**src/rtl/debug_pkg.sv**
```systemverilog
// debug_pkg
// Shared definitions for the post-run debug dump transmitter.
//
// Contents:
//   DEF_DATA_WIDTH / DEF_DATA_WIDTH_UART  default word and byte widths
//   BYTES_PER_WORD                        bytes sent per dumped word
//   state_t                               dump controller states
//   section_t                             which part of the dump is being sent
//   count_width()                         counter width helper
//
// The optional checksum byte (macro DEBUG_DUMP_CHECKSUM_EN) uses SEC_CSUM.

package debug_pkg;

    localparam int DEF_DATA_WIDTH      = 32;
    localparam int DEF_DATA_WIDTH_UART = 8;
    localparam int BYTES_PER_WORD      = DEF_DATA_WIDTH / DEF_DATA_WIDTH_UART;

    typedef enum logic [2:0] {
        IDLE,
        SEND,
        WAIT,
        NEXT,
        FETCH,
        FINISH
    } state_t;

    typedef enum logic [1:0] {
        SEC_PC,
        SEC_REG,
        SEC_MEM,
        SEC_CSUM
    } section_t;

    // A counter over n items needs at least one bit, even when n is 1.
    function automatic int count_width(input int n);
        return (n > 1) ? $clog2(n) : 1;
    endfunction

endpackage

```
**src/rtl/word_byte_serializer.sv**
```systemverilog
// word_byte_serializer
// Holds one latched word and presents it one byte at a time, least
// significant byte first. Shared by every section of the dump.
//
// Ports:
//   clock      system clock
//   reset_n    asynchronous active-low reset
//   load       capture load_word and restart at byte 0
//   load_word  word to capture
//   advance    step to the next byte (wraps after the last one)
//   tx_byte    currently selected byte
//   last_byte  high while the most significant byte is selected

module word_byte_serializer
    import debug_pkg::*;
#(
    parameter int DATA_WIDTH      = DEF_DATA_WIDTH,
    parameter int DATA_WIDTH_UART = DEF_DATA_WIDTH_UART,
    parameter int NBYTES          = BYTES_PER_WORD
) (
    input  logic                       clock,
    input  logic                       reset_n,
    input  logic                       load,
    input  logic [DATA_WIDTH-1:0]      load_word,
    input  logic                       advance,
    output logic [DATA_WIDTH_UART-1:0] tx_byte,
    output logic                       last_byte
);

    localparam int CNT_W = count_width(NBYTES);

    logic [NBYTES-1:0][DATA_WIDTH_UART-1:0] word_q;
    logic [CNT_W-1:0]                       byte_cnt_q;

    // The word is only ever replaced by an explicit load, so whatever the
    // read ports do while its bytes are going out cannot reach the wire.
    // Loading always restarts the byte counter at the low byte.
    always_ff @(posedge clock or negedge reset_n) begin
        if (!reset_n) begin
            word_q     <= '0;
            byte_cnt_q <= '0;
        end else if (load) begin
            word_q     <= load_word;
            byte_cnt_q <= '0;
        end else if (advance) begin
            byte_cnt_q <= last_byte ? '0 : byte_cnt_q + CNT_W'(1);
        end
    end

    // Byte selection straight off the packed byte array.
    always_comb begin
        tx_byte   = word_q[byte_cnt_q];
        last_byte = (byte_cnt_q == CNT_W'(NBYTES - 1));
    end

endmodule

```
**src/rtl/debug_dump_tx.sv**
```systemverilog
// debug_dump_tx
// Sending end of the post-run debug dump. On i_start it captures the PC,
// then walks the register file and the data memory through their
// synchronous debug read ports, sending every word as bytes, least
// significant byte first, through the UART tx handshake.
// Stream order: PC, reg0..reg(NREGS-1), mem0..mem(NMEM-1).
//
// Optional feature (macro DEBUG_DUMP_CHECKSUM_EN): one extra byte, the XOR
// of every preceding dump byte, is sent after the last memory byte.
//
// Ports:
//   i_clock      system clock
//   i_reset      asynchronous active-low reset
//   i_start      one-cycle pulse, begin a dump (ignored while busy)
//   i_pc         program counter, captured on the accepted start
//   o_reg_addr   register-file debug read address
//   i_reg_data   register data, one cycle after o_reg_addr
//   o_mem_addr   data-memory debug read address (word index)
//   i_mem_data   memory data, one cycle after o_mem_addr
//   o_tx_signal  one-cycle request to the UART transmitter
//   o_tx_byte    byte to send, stable until i_tx_done
//   i_tx_done    one-cycle pulse, UART finished the current byte
//   o_busy       dump in progress
//   o_done       one-cycle pulse after the final byte is acknowledged

module debug_dump_tx
    import debug_pkg::*;
#(
    parameter int DATA_WIDTH      = DEF_DATA_WIDTH,
    parameter int DATA_WIDTH_UART = DEF_DATA_WIDTH_UART,
    parameter int NREGS           = 32,
    parameter int NMEM            = 32,
    parameter int ADDR_WIDTH      = 5
) (
    input  logic                       i_clock,
    input  logic                       i_reset,
    input  logic                       i_start,
    input  logic [DATA_WIDTH-1:0]      i_pc,
    output logic [ADDR_WIDTH-1:0]      o_reg_addr,
    input  logic [DATA_WIDTH-1:0]      i_reg_data,
    output logic [ADDR_WIDTH-1:0]      o_mem_addr,
    input  logic [DATA_WIDTH-1:0]      i_mem_data,
    output logic                       o_tx_signal,
    output logic [DATA_WIDTH_UART-1:0] o_tx_byte,
    input  logic                       i_tx_done,
    output logic                       o_busy,
    output logic                       o_done
);

    localparam int NBYTES = DATA_WIDTH / DATA_WIDTH_UART;

    state_t                  state_q, state_d;
    section_t                section_q, section_d;
    logic [ADDR_WIDTH-1:0]   idx_q, idx_d;
    logic [ADDR_WIDTH-1:0]   reg_addr_q, reg_addr_d;
    logic [ADDR_WIDTH-1:0]   mem_addr_q, mem_addr_d;
    logic                    fetch_phase_q, fetch_phase_d;

    logic                       load;
    logic [DATA_WIDTH-1:0]      load_word;
    logic                       advance;
    logic [DATA_WIDTH_UART-1:0] tx_byte;
    logic                       last_byte;

`ifdef DEBUG_DUMP_CHECKSUM_EN
    logic [DATA_WIDTH_UART-1:0] csum_q, csum_d;
`endif

    word_byte_serializer #(
        .DATA_WIDTH      (DATA_WIDTH),
        .DATA_WIDTH_UART (DATA_WIDTH_UART),
        .NBYTES          (NBYTES)
    ) u_serializer (
        .clock     (i_clock),
        .reset_n   (i_reset),
        .load      (load),
        .load_word (load_word),
        .advance   (advance),
        .tx_byte   (tx_byte),
        .last_byte (last_byte)
    );

    // Controller registers. The read addresses live here so they hold their
    // last value between fetches; a reset mid-dump drops straight to IDLE.
    always_ff @(posedge i_clock or negedge i_reset) begin
        if (!i_reset) begin
            state_q       <= IDLE;
            section_q     <= SEC_PC;
            idx_q         <= '0;
            reg_addr_q    <= '0;
            mem_addr_q    <= '0;
            fetch_phase_q <= 1'b0;
        end else begin
            state_q       <= state_d;
            section_q     <= section_d;
            idx_q         <= idx_d;
            reg_addr_q    <= reg_addr_d;
            mem_addr_q    <= mem_addr_d;
            fetch_phase_q <= fetch_phase_d;
        end
    end

`ifdef DEBUG_DUMP_CHECKSUM_EN
    // Running XOR of every byte put on the wire during this dump.
    always_ff @(posedge i_clock or negedge i_reset) begin
        if (!i_reset) begin
            csum_q <= '0;
        end else begin
            csum_q <= csum_d;
        end
    end
`endif

    // Next-state logic. FETCH spends two cycles: the first lets the new
    // address reach the synchronous read port, the second captures the data
    // that port returns. i_tx_done only matters in WAIT, and the checksum
    // byte is a single-byte word that finishes after its first acknowledge.
    always_comb begin
        state_d       = state_q;
        section_d     = section_q;
        idx_d         = idx_q;
        reg_addr_d    = reg_addr_q;
        mem_addr_d    = mem_addr_q;
        fetch_phase_d = fetch_phase_q;
        load          = 1'b0;
        load_word     = i_pc;
        advance       = 1'b0;
`ifdef DEBUG_DUMP_CHECKSUM_EN
        csum_d        = csum_q;
`endif

        case (state_q)
            IDLE: begin
                if (i_start) begin
                    load          = 1'b1;
                    load_word     = i_pc;
                    section_d     = SEC_PC;
                    idx_d         = '0;
                    fetch_phase_d = 1'b0;
                    state_d       = SEND;
`ifdef DEBUG_DUMP_CHECKSUM_EN
                    csum_d        = '0;
`endif
                end
            end

            SEND: begin
`ifdef DEBUG_DUMP_CHECKSUM_EN
                csum_d  = csum_q ^ tx_byte;
`endif
                state_d = WAIT;
            end

            WAIT: begin
                if (i_tx_done) begin
                    advance = 1'b1;
                    if (section_q == SEC_CSUM) begin
                        state_d = FINISH;
                    end else if (last_byte) begin
                        state_d = NEXT;
                    end else begin
                        state_d = SEND;
                    end
                end
            end

            NEXT: begin
                fetch_phase_d = 1'b0;
                case (section_q)
                    SEC_PC: begin
                        section_d  = SEC_REG;
                        idx_d      = '0;
                        reg_addr_d = '0;
                        state_d    = FETCH;
                    end
                    SEC_REG: begin
                        if (idx_q == ADDR_WIDTH'(NREGS - 1)) begin
                            section_d  = SEC_MEM;
                            idx_d      = '0;
                            mem_addr_d = '0;
                        end else begin
                            idx_d      = idx_q + ADDR_WIDTH'(1);
                            reg_addr_d = idx_q + ADDR_WIDTH'(1);
                        end
                        state_d = FETCH;
                    end
                    SEC_MEM: begin
                        if (idx_q == ADDR_WIDTH'(NMEM - 1)) begin
`ifdef DEBUG_DUMP_CHECKSUM_EN
                            section_d = SEC_CSUM;
                            load      = 1'b1;
                            load_word = DATA_WIDTH'(csum_q);
                            state_d   = SEND;
`else
                            state_d   = FINISH;
`endif
                        end else begin
                            idx_d      = idx_q + ADDR_WIDTH'(1);
                            mem_addr_d = idx_q + ADDR_WIDTH'(1);
                            state_d    = FETCH;
                        end
                    end
                    default: begin
                        state_d = FINISH;
                    end
                endcase
            end

            FETCH: begin
                if (!fetch_phase_q) begin
                    fetch_phase_d = 1'b1;
                end else begin
                    fetch_phase_d = 1'b0;
                    load          = 1'b1;
                    load_word     = (section_q == SEC_REG) ? i_reg_data : i_mem_data;
                    state_d       = SEND;
                end
            end

            FINISH: begin
                state_d = IDLE;
            end

            default: begin
                state_d = IDLE;
            end
        endcase
    end

    // Outputs decode directly from registered state, so reset clears them
    // without waiting for a clock.
    always_comb begin
        o_tx_signal = (state_q == SEND);
        o_done      = (state_q == FINISH);
        o_busy      = (state_q != IDLE);
        o_tx_byte   = tx_byte;
        o_reg_addr  = reg_addr_q;
        o_mem_addr  = mem_addr_q;
    end

endmodule

```
**config.mk**
```make
export PLATFORM = sky130hd
export DESIGN_NAME = debug_dump_tx
export DESIGN_NICKNAME = d
export VERILOG_FILES = /design/src/rtl/debug_pkg.sv /design/src/rtl/word_byte_serializer.sv /design/src/rtl/debug_dump_tx.sv
export SDC_FILE = /design/constraint.sdc
export NUM_CORES = 1
export LEC_CHECK = 0
export BUFFER_PORTS_ARGS = -buffer_cell sky130_fd_sc_hd__buf_2
export CAP_MARGIN = 20
export CORE_MARGIN = 4
export CORE_UTILIZATION = 55
export DETAILED_ROUTE_END_ITERATION = 6
export PLACE_DENSITY = 0.95
export SLEW_MARGIN = 20
export SYNTH_ARGS = -nofsm -noshare
export SYNTH_HDL_FRONTEND = slang
export SYNTH_HIERARCHICAL = 1
export SYNTH_SLANG_ARGS = --single-unit
```
**constraint.sdc**
```tcl
create_clock -name i_clock -period 2.8 [get_ports i_clock]
set_input_delay 0.42 -clock i_clock [delete_from_list [all_inputs] [get_ports i_clock]]
set_output_delay 0.42 -clock i_clock [all_outputs]
set_load 0.01 [all_outputs]
```
After elaboration in Yosys (flattened, before gate mapping)
Cells that the tools add are included.
Cells by class
  add/sub/neg operators: 2
  $lt $le $gt $ge: 1
  eq/ne operators: 20
  multiplexer cells: 36
  reductions and logical operators: 15
Operators by type and width (count)
  $mux W32: 3
  $pmux W5 S2: 3
  $mux W5: 4
  $bmux W8 S2: 1
  $pmux W3 S5: 1
  $pmux W5 S3: 1
  $mux W2: 6
  $mux W3: 4
  $ne A2 B2 Y1 const B: 6
  $reduce_and A4 Y1: 3
  $mux W8: 1
  $pmux W2 S2: 2
  $reduce_bool A2 Y1: 4
  $mux W1: 7
  $eq A2 B2 Y1 const B: 3
  $eq A3 B2 Y1 const B: 2
  $eq A3 B3 Y1 const B: 2
  $ne A3 B3 Y1 const B: 2
  $reduce_and A3 Y1: 2
  $reduce_bool A3 Y1: 2
  $add A5 B1 Y5 const B: 1
  $eq A5 B5 Y1 const B: 1
  $ne A4 B3 Y1 const B: 1
  $pmux W1 S2: 2
  other kinds (10): 10
Word-level totals
  register bits: 55
  logic and storage cells: 85

Longest topological paths before layout
Gate-level depths: netlist (run 1).
  word-level depth: 5
  gate-level depth with buffers: 7
  mapped depth without buffers: 6

By module
Netlist (run 1), hierarchy kept.
By module, submodules not included
  debug_dump_tx: times used 1, cells each 239, area an instance 2013.2 um^2
  word_byte_serializer: times used 1, cells each 86, area an instance 1486.4 um^2

Worst setup path after synthesis (run 1)
Ideal clock, no wire load.
  path kind: register to register
  start point: reg idx_q[0]
  end point: reg idx_q[0]
  arrival: 1.862 ns
  path slack: 0.873 ns
  cell stages (with the launch flop): 7
  cell sequence: dfrtp_1 ha_1 and3_1 ha_1 or3b_1 a211oi_2 mux2_2
Between the ends
  cells in the longest elaborated chain, start to end: 4
  elaborated cells on any way between the ends: 8
  those cells by class: add/sub (1); eq/ne (2); mux (4); reduce/logical (1)
RTL lines
  start: declaration: RTL line debug_dump_tx.sv:54  | logic [ADDR_WIDTH-1:0] idx_q, idx_d;
  start signal: assignment: RTL line debug_dump_tx.sv:96  | idx_q <= idx_d;
  $add A5 B1 Y5 or $eq A5 B5 Y1 (tied branches)
  $mux W5 (on tied branches): RTL line debug_dump_tx.sv:188, debug_dump_tx.sv:177
  $pmux W5 S3: RTL line debug_dump_tx.sv:169  | case (section_q)
  $pmux W5 S2: RTL line debug_dump_tx.sv:132  | case (state_q)
Parallel ways exist; a longest one is shown, timed or not. The select of a mux whose other input is x is not followed.
A chain may end at the register's enable or synchronous reset.

Worst setup path after layout (run 1)
  start point: reg u_serializer.byte_cnt_q[0]
  end point: out o_tx_byte[0]
Between the ends
  cells in the longest elaborated chain, start to end: 2
RTL lines
  start: declaration: RTL line word_byte_serializer.sv:33  | logic [CNT_W-1:0] byte_cnt_q;
  start signal: assignment: RTL line word_byte_serializer.sv:46  | byte_cnt_q <= last_byte ? '0 : byte_cnt_q + CNT_W'(1);
  $bmux W8 S2: RTL line word_byte_serializer.sv:52  | tx_byte = word_q[byte_cnt_q];
  $mux W8 (not written as such): RTL line word_byte_serializer.sv:52
  end: declaration: RTL line debug_dump_tx.sv:44  | output logic [DATA_WIDTH_UART-1:0] o_tx_byte,
Every way passes these cells. The select of a mux whose other input is x is not followed.

==> qor.csv, run 1 <==
stage,metric,value,unit
yosys,synth_adder_area_share,2.86,%
global_routing,met2_usage,36.5,%
critical_path,crit_type,flop to output pin,
yosys,async_flop_share,100,%
cells_and_area,n_antenna_cell,0,
die,die_area,0.00770,mm2
yosys,syn-cell-area,0.00350,mm2
timing,drv_slew,0,
cts,cts.htree.levels,2,
critical_path,required,2.38,ns
timing,hold_viol,0,
critical_path,slowest_stage,dfrtp_1,
timing,setup-violations-final,0,
yosys,synth_mux_area_share,27.2,%
cts,postCtsResizedCells,0,
pwr,p_sw,1.19,mW
timing,fin_tns_setup,0,ns
timing,max_freq,442,MHz
critical_path,crit_path_max_fanout,11,
global_routing,track_usage,21.3,%
critical_path,path_depth,2,
global_routing,overflow,0,
critical_path,cp_top_family,flip-flops,
drt,drtAntennaViolNets,0,
timing,finalCriticalPeriod,2.26,ns
cts,clkSinkCount,55,
yosys,synth_cells,325,
global_routing,gr-usage-met1,28.0,%
global_routing,use_met3,2.63,%
place,gp_congestion,0.843,
cts,cts_buffer_depth,2,
critical_path,crit_buf_inv,1,
worst_hold_path,min_path_type,primary input to asynchronous set/reset pin,
global_routing,busiest_layer,met2,
timing,setup_ws,0.538,ns
place,place_ws,0.592,ns
timing,rsz0062_at_grt,no,
drt,dr.pass1.iters,4,
timing,fin_crit_sh,80.8,%
cells_and_area,area_growth,20.1,%
critical_path,slowest_delay,0.77,ns
cts,hold_buffers,0,
global_routing,antenna_found_initial,0,
critical_path,r2r_cells,5,
die,fp.dieW,87.8,um
cells_and_area,nets,541,
pwr,pwr-share-seq,41.6,%
drt,post_drt_via_cell_ratio,5.60,
pwr,power_frac_comb,44.7,%
yosys,yosysSeqAreaShare,39.3,%
pwr,clock_power_share,13.7,%
timing,skew,0.00740,ns
global_routing,grt_pass1_wl,13000,um
yosys,synth_area_per_cell,10.8,um2
pwr,p_leak,1.94,nW
die,die_h,87.8,um
yosys,ys.flop_type,dfrtp_1,
critical_path,reg2reg_slack,0.57,ns
drt,drc,0,
yosys,synth_cell_type_count,54,
die,num_rows,28,
yosys,synth_top_family_by_area,multiplexers,
yosys,synth_area_leaders,"dfrtp_1, mux2i_1, mux2_2, mux4_2, a21oi_1",
yosys,synth_top_area_share,39.3,%
critical_path,cp-start-kind,flop,
yosys,yosys.area.top_type,dfrtp_1,
critical_path,crit_path_cell_trace,"mux4_2, buf_2",
global_routing,grt_pass1_vias,2783,
place,port_buffers,120,
pwr,netSwitchingFraction,36.4,%
yosys,synth.most_common_cell,dfrtp_1,
drt,drt_iter0_drc,152,
pwr,p_int,2.08,mW
pwr,ir_worst_vdd,0.000498,V
place,dpl_cell_area,0.00411,mm2
cts,cts_tree,done,
cts,clk_pin_slew_worst_paths,0.10,ns
timing,relSlewSlack,53.1,%
global_routing,grt_start_max_net_pins,65,
die,io_pins,121,
yosys,yosys.area_share.simple,12.5,%
drt,routedWlPerCell,16.7,um
cells_and_area,drive_above_1_share,42.4,%
pwr,power_per_cell_area,777,mW/mm2
die,initial_core_util,57.7,%
timing,hold_slack,0.142,ns
cts,cts_root_buf,clkbuf_8,
drt,via_count,2851,
cts,clkLatencyLatePin,0.31,ns
drt,routed_wl,8490,um
die,coreArea,0.00606,mm2
run_status,status,"finished, final reports clean",
timing,tightest_slew,0.704,ns
cells_and_area,fin_area,0.00420,mm2
flow_run,cap_violations,0,
cts,cts_made_buffers,5,
yosys,synth_compound_area_share,12.9,%
place,hpwl,6460,um
yosys,synth_edf_count,0,
critical_path,worst_setup_path_end_kind,output pin,
yosys,yosys.area_share.xor_xnor,0.501,%
cts,postCtsSetupBuffers,0,
yosys,ys_warn_count,6,
yosys,yosys_register_bits,55,
yosys,syn_nets,433,
yosys,synthTopCellsByCount,"dfrtp_1, mux2i_1, nor2_1",
critical_path,critPathArrivalTime,1.84,ns
==> path summary, 6_finish.rpt <==
| path | from | end |
|---|---|---|
| setup / recovery | u_serializer/byte_cnt_q[0] | o_tx_byte[0] |
| hold / removal | i_reset | o_mem_addr[0] |
| setup reg to reg | section_q[1] | idx_q[0] |
| hold reg to reg | o_mem_addr[0] | o_mem_addr[0] |
| max in group asynchronous | i_reset | u_serializer/word_q[12] |
| min in group i_clock | i_tx_done | state_q[1] |
==> cell type report <==
class | count | area [um2]
Sequential cell | 55 | 1380
Clock buffer | 6 | 72.6
Fill cell | 440 | 1860
Clock inverter | 2 | 16.3
Timing Repair Buffer | 125 | 651
Inverter | 8 | 30.0
Multi-Input combinational cell | 238 | 1960
Tap cell | 75 | 93.8
==> metal layers <==
layer	share of wire, %	routed length [um]
met5	0	0
met4	1.4	122
met3	4.3	366
met2	53	4470
met1	42	3530
==> kinds of logic (layout without fill, tap and decap cells) <==
family,after synthesis,in the layout
AND/OR/NAND/NOR,79,79
adder cells (fa/ha/maj),8,8
buffers and inverters,32,141
flip-flops,55,55
multiplexers,81,81
AO/OA/AOI/OAI,68,68
XOR/XNOR,2,2
==> power by group through the flow <==
| stage | combinational, mW | clock, mW | sequential [mW] |
|---|---|---|---|
| floorplan | 1.19 | 0 | 1.22 |
| global placement | 1.40 | 0 | 1.34 |
| detailed placement | 1.46 | 0 | 1.37 |
| CTS | 1.46 | 0.459 | 1.35 |
| global route | 1.58 | 0.489 | 1.39 |
| finish | 1.46 | 0.448 | 1.36 |
==> sequential cells by signal (all words and copies together), names as in the netlist <==
register and cells:
u_serializer/word_q 32, idx_q 5, o_mem_addr 5, o_reg_addr 5
state_q 3, section_q 2, u_serializer/byte_cnt_q 2, fetch_phase_q 1
==> layout by cell type (no fill, tap or decap), types with 5 or more instances in the layout <==
cell type  synthesis  layout
a22o_1             9       9
nor2_1            38      38
nand2_1           10      10
dfrtp_1           55      55
o21ai_0            6       6
inv_1              8       8
buf_2             14     120
ha_1               8       7
clkbuf_8           0       5
mux2_2            33      33
a21oi_1           34      34
mux2i_1           39      39
mux4_2             8       8
==> metrics by stage <==
stage               cells  total power, mW  utilization (%)
floorplan             325             2.41                -
global placement      501             2.73             67.9
detailed placement    501             2.83             67.9
CTS                   509             3.28             69.3
global route          509             3.46             69.3
finish                509             3.27             69.3
==> worst reg2reg max path, delay by kind of cell, from the launching register on <==
family / cells / cell delay (ns)
compound gates: 1 / 0.30
fa+ha+maj: 1 / 0.64
simple gates: 1 / 0.47
mux: 1 / 0.20
buf+inv: 1 / 0.12
flops: 1 / 0.44
(Power assumes the default switching activity.)
==> run 2: changes to the inputs <==
CORE_UTILIZATION = 51   (was 55)
PLACE_DENSITY = 0.89   (was 0.95)
clock period = 2.15 ns   (was 2.8 ns; I/O delays follow)
==> qor.csv, run 2 (synthesized netlist as in run 1, its figures left out) <==
stage,metric,value,unit,change
cts,clkSinkCount,55,,unchanged
pwr,pwr-share-seq,39.7,%,-1.9 points
critical_path,critPathArrivalTime,2.34,ns,+0.50 ns
critical_path,crit_buf_inv,0,,-1
critical_path,worst_setup_path_end_kind,flop,,
cells_and_area,largest_reg_flops,32,,unchanged
drt,dr.pass1.iters,4,,unchanged
global_routing,antenna_found_initial,0,,unchanged
critical_path,slowest_stage,dfrtp_1,,
cells_and_area,nets,550,,+1.7%
global_routing,overflow,0,,unchanged
critical_path,required,2.40,ns,+0.02 ns
timing,setup-violations-final,0,,unchanged
critical_path,cp_common_cell,ha_1,,
drt,routedWlPerCell,16.5,um,-1.0%
critical_path,cp-start-kind,flop,,
timing,fin_tns_setup,0,ns,unchanged
cells_and_area,final_cell_mix,"buf_2, dfrtp_1, mux2i_1",,
cts,cts_tree,done,,
pwr,power_per_cell_area,1000,mW/mm2,+29%
timing,hold_slack,0.349,ns,+0.207 ns
pwr,p_int,2.77,mW,+33%
flow_run,cap_violations,0,,unchanged
cells_and_area,n_antenna_cell,0,,unchanged
cells_and_area,final_common_cell,buf_2,,
cts,cts_made_buffers,5,,unchanged
critical_path,slowest_delay,0.42,ns,-0.35 ns
pwr,p_leak,1.99,nW,+2.6%
global_routing,grt_pass1_wl,14400,um,+11%
drt,via_count,2947,,+3.4%
drt,post_drt_via_cell_ratio,5.67,,+1.2%
die,coreArea,0.00649,mm2,+7.2%
timing,drv_slew,0,,unchanged
pwr,power_frac_comb,46.9,%,+2.2 points
cts,clkLatencyLatePin,0.31,ns,about the same
cts,clk_pin_slew_worst_paths,0.10,ns,about the same
place,gp_congestion,0.890,,+5.6%
timing,max_freq,478,MHz,
cts,cts.htree.levels,2,,unchanged
global_routing,track_usage,21.2,%,-0.086 points
timing,fin_crit_sh,97.3,%,
drt,drtAntennaViolNets,0,,unchanged
pwr,p_sw,1.53,mW,+29%
critical_path,cp_top_family,simple AND/OR/NAND/NOR gates,,
global_routing,grt_pass1_vias,3018,,+8.4%
place,hpwl,6500,um,+0.65%
drt,drc,0,,unchanged
pwr,netSwitchingFraction,35.5,%,-0.81 points
run_status,status,"finished, final reports clean",,
critical_path,crit_path_max_fanout,4,,-7
cts,cts_root_buf,clkbuf_8,,
cts,cts_buffer_depth,2,,unchanged
worst_hold_path,min_path_type,primary input to flop,,
die,die_h,90.8,um,+3.5%
drt,routed_wl,8580,um,+1.1%
cells_and_area,largest-register,u_serializer/word_q,,
timing,relSlewSlack,65.2,%,+12 points
drt,drt_iter0_drc,115,,-24%
die,die_area,0.00825,mm2,+7.1%
critical_path,crit_path_cell_trace,"ha_1, and3_1, ha_1, or3b_1, a211oi_2, mux2_2",,
die,initial_core_util,53.9,%,-3.9 points
die,io_pins,121,,unchanged
cells_and_area,drive_above_1_share,43.6,%,+1.2 points
die,fp.dieW,90.8,um,+3.5%
place,port_buffers,120,,unchanged
timing,skew,0.00574,ns,-0.00165 ns
pwr,clock_power_share,13.4,%,-0.3 points
timing,finalCriticalPeriod,2.09,ns,
die,num_rows,29,,+3.6%
pwr,ir_worst_vdd,0.000637,V,+28%
timing,hold_viol,0,,unchanged
critical_path,crit_type,flop to flop,,
global_routing,grt_start_max_net_pins,65,,unchanged
cells_and_area,area_growth,22.9,%,
timing,tightest_slew,0.522,ns,-0.182 ns
==> run 2: worst paths after layout <==
path	start	to	slack, ns	depth (start not counted)
min	i_tx_done	state_q[1]	0.35	3
max	idx_q[0]	idx_q[0]	0.06	6
min reg2reg	o_mem_addr[0]	o_mem_addr[0]	0.51	1
max reg2reg	idx_q[0]	idx_q[0]	0.06	6
min in group asynchronous	i_reset	o_mem_addr[4]	0.40	2
max in group asynchronous	i_reset	u_serializer/word_q[6]	1.15	3
==> run 2: cell type report <==
type                       count  area, um2
multi-input combinational    238       1960
timing repair buffer         134        746
fill                         514       2190
clock inverter                 2       16.3
inverter                       8       30.0
clock buffer                   6       72.6
sequential                    55       1380
tap                           77       96.3
==> run 2: tightest hold or removal path, stage by stage <==
cell	delay, ns
buf_2	0.11
a211o_1	0.12
a21oi_1	0.06
==> run 2: timing repair <==
| action | CTS | global route |
|---|---|---|
| endpoints found under the setup margin | 3 | 7 |
| gates resized for setup | 1 | 0 |
| endpoints found under the hold margin | 7 | 0 |
| hold buffers | 1 | 0 |
| setup buffers | 0 | 1 |
| pin swaps | 0 | 1 |
==> run 2: power groups by stage <==
| stage | clock network, mW | registers [mW] | logic (mW) |
|---|---|---|---|
| floorplan | 0 | 1.59 | 1.55 |
| global placement | 0 | 1.70 | 1.95 |
| detailed placement | 0 | 1.73 | 2.02 |
| CTS | 0.593 | 1.71 | 2.03 |
| global route | 0.638 | 1.77 | 2.20 |
| finish | 0.579 | 1.71 | 2.02 |
==> run 2: through the flow <==
| stage | worst slack, ns | instances | total power [mW] | util [%] | cell area (um2) |
|---|---|---|---|---|---|
| after floorplan | 0.223 | 325 | 3.14 | - | 3500 |
| after global placement | 0.137 | 510 | 3.65 | 64.6 | 4190 |
| after detailed placement | 0.0718 | 510 | 3.75 | 64.6 | 4190 |
| after CTS | 0.0253 | 519 | 4.33 | 66.1 | 4290 |
| after global routing | -0.00974 | 520 | 4.61 | 66.2 | 4300 |
| final | 0.0579 | 520 | 4.30 | 66.2 | 4300 |
==> run 2: layer usage <==
| metal | routed length (um) | vias to the layer above | global-route usage (%) |
|---|---|---|---|
| li1 | - | 1418 | - |
| met1 | 3440 | 1395 | 26.0 |
| met2 | 4430 | 114 | 37.5 |
| met3 | 503 | 20 | 4.08 |
| met4 | 205 | 0 | 6.91 |
| met5 | 0 | - | 0 |
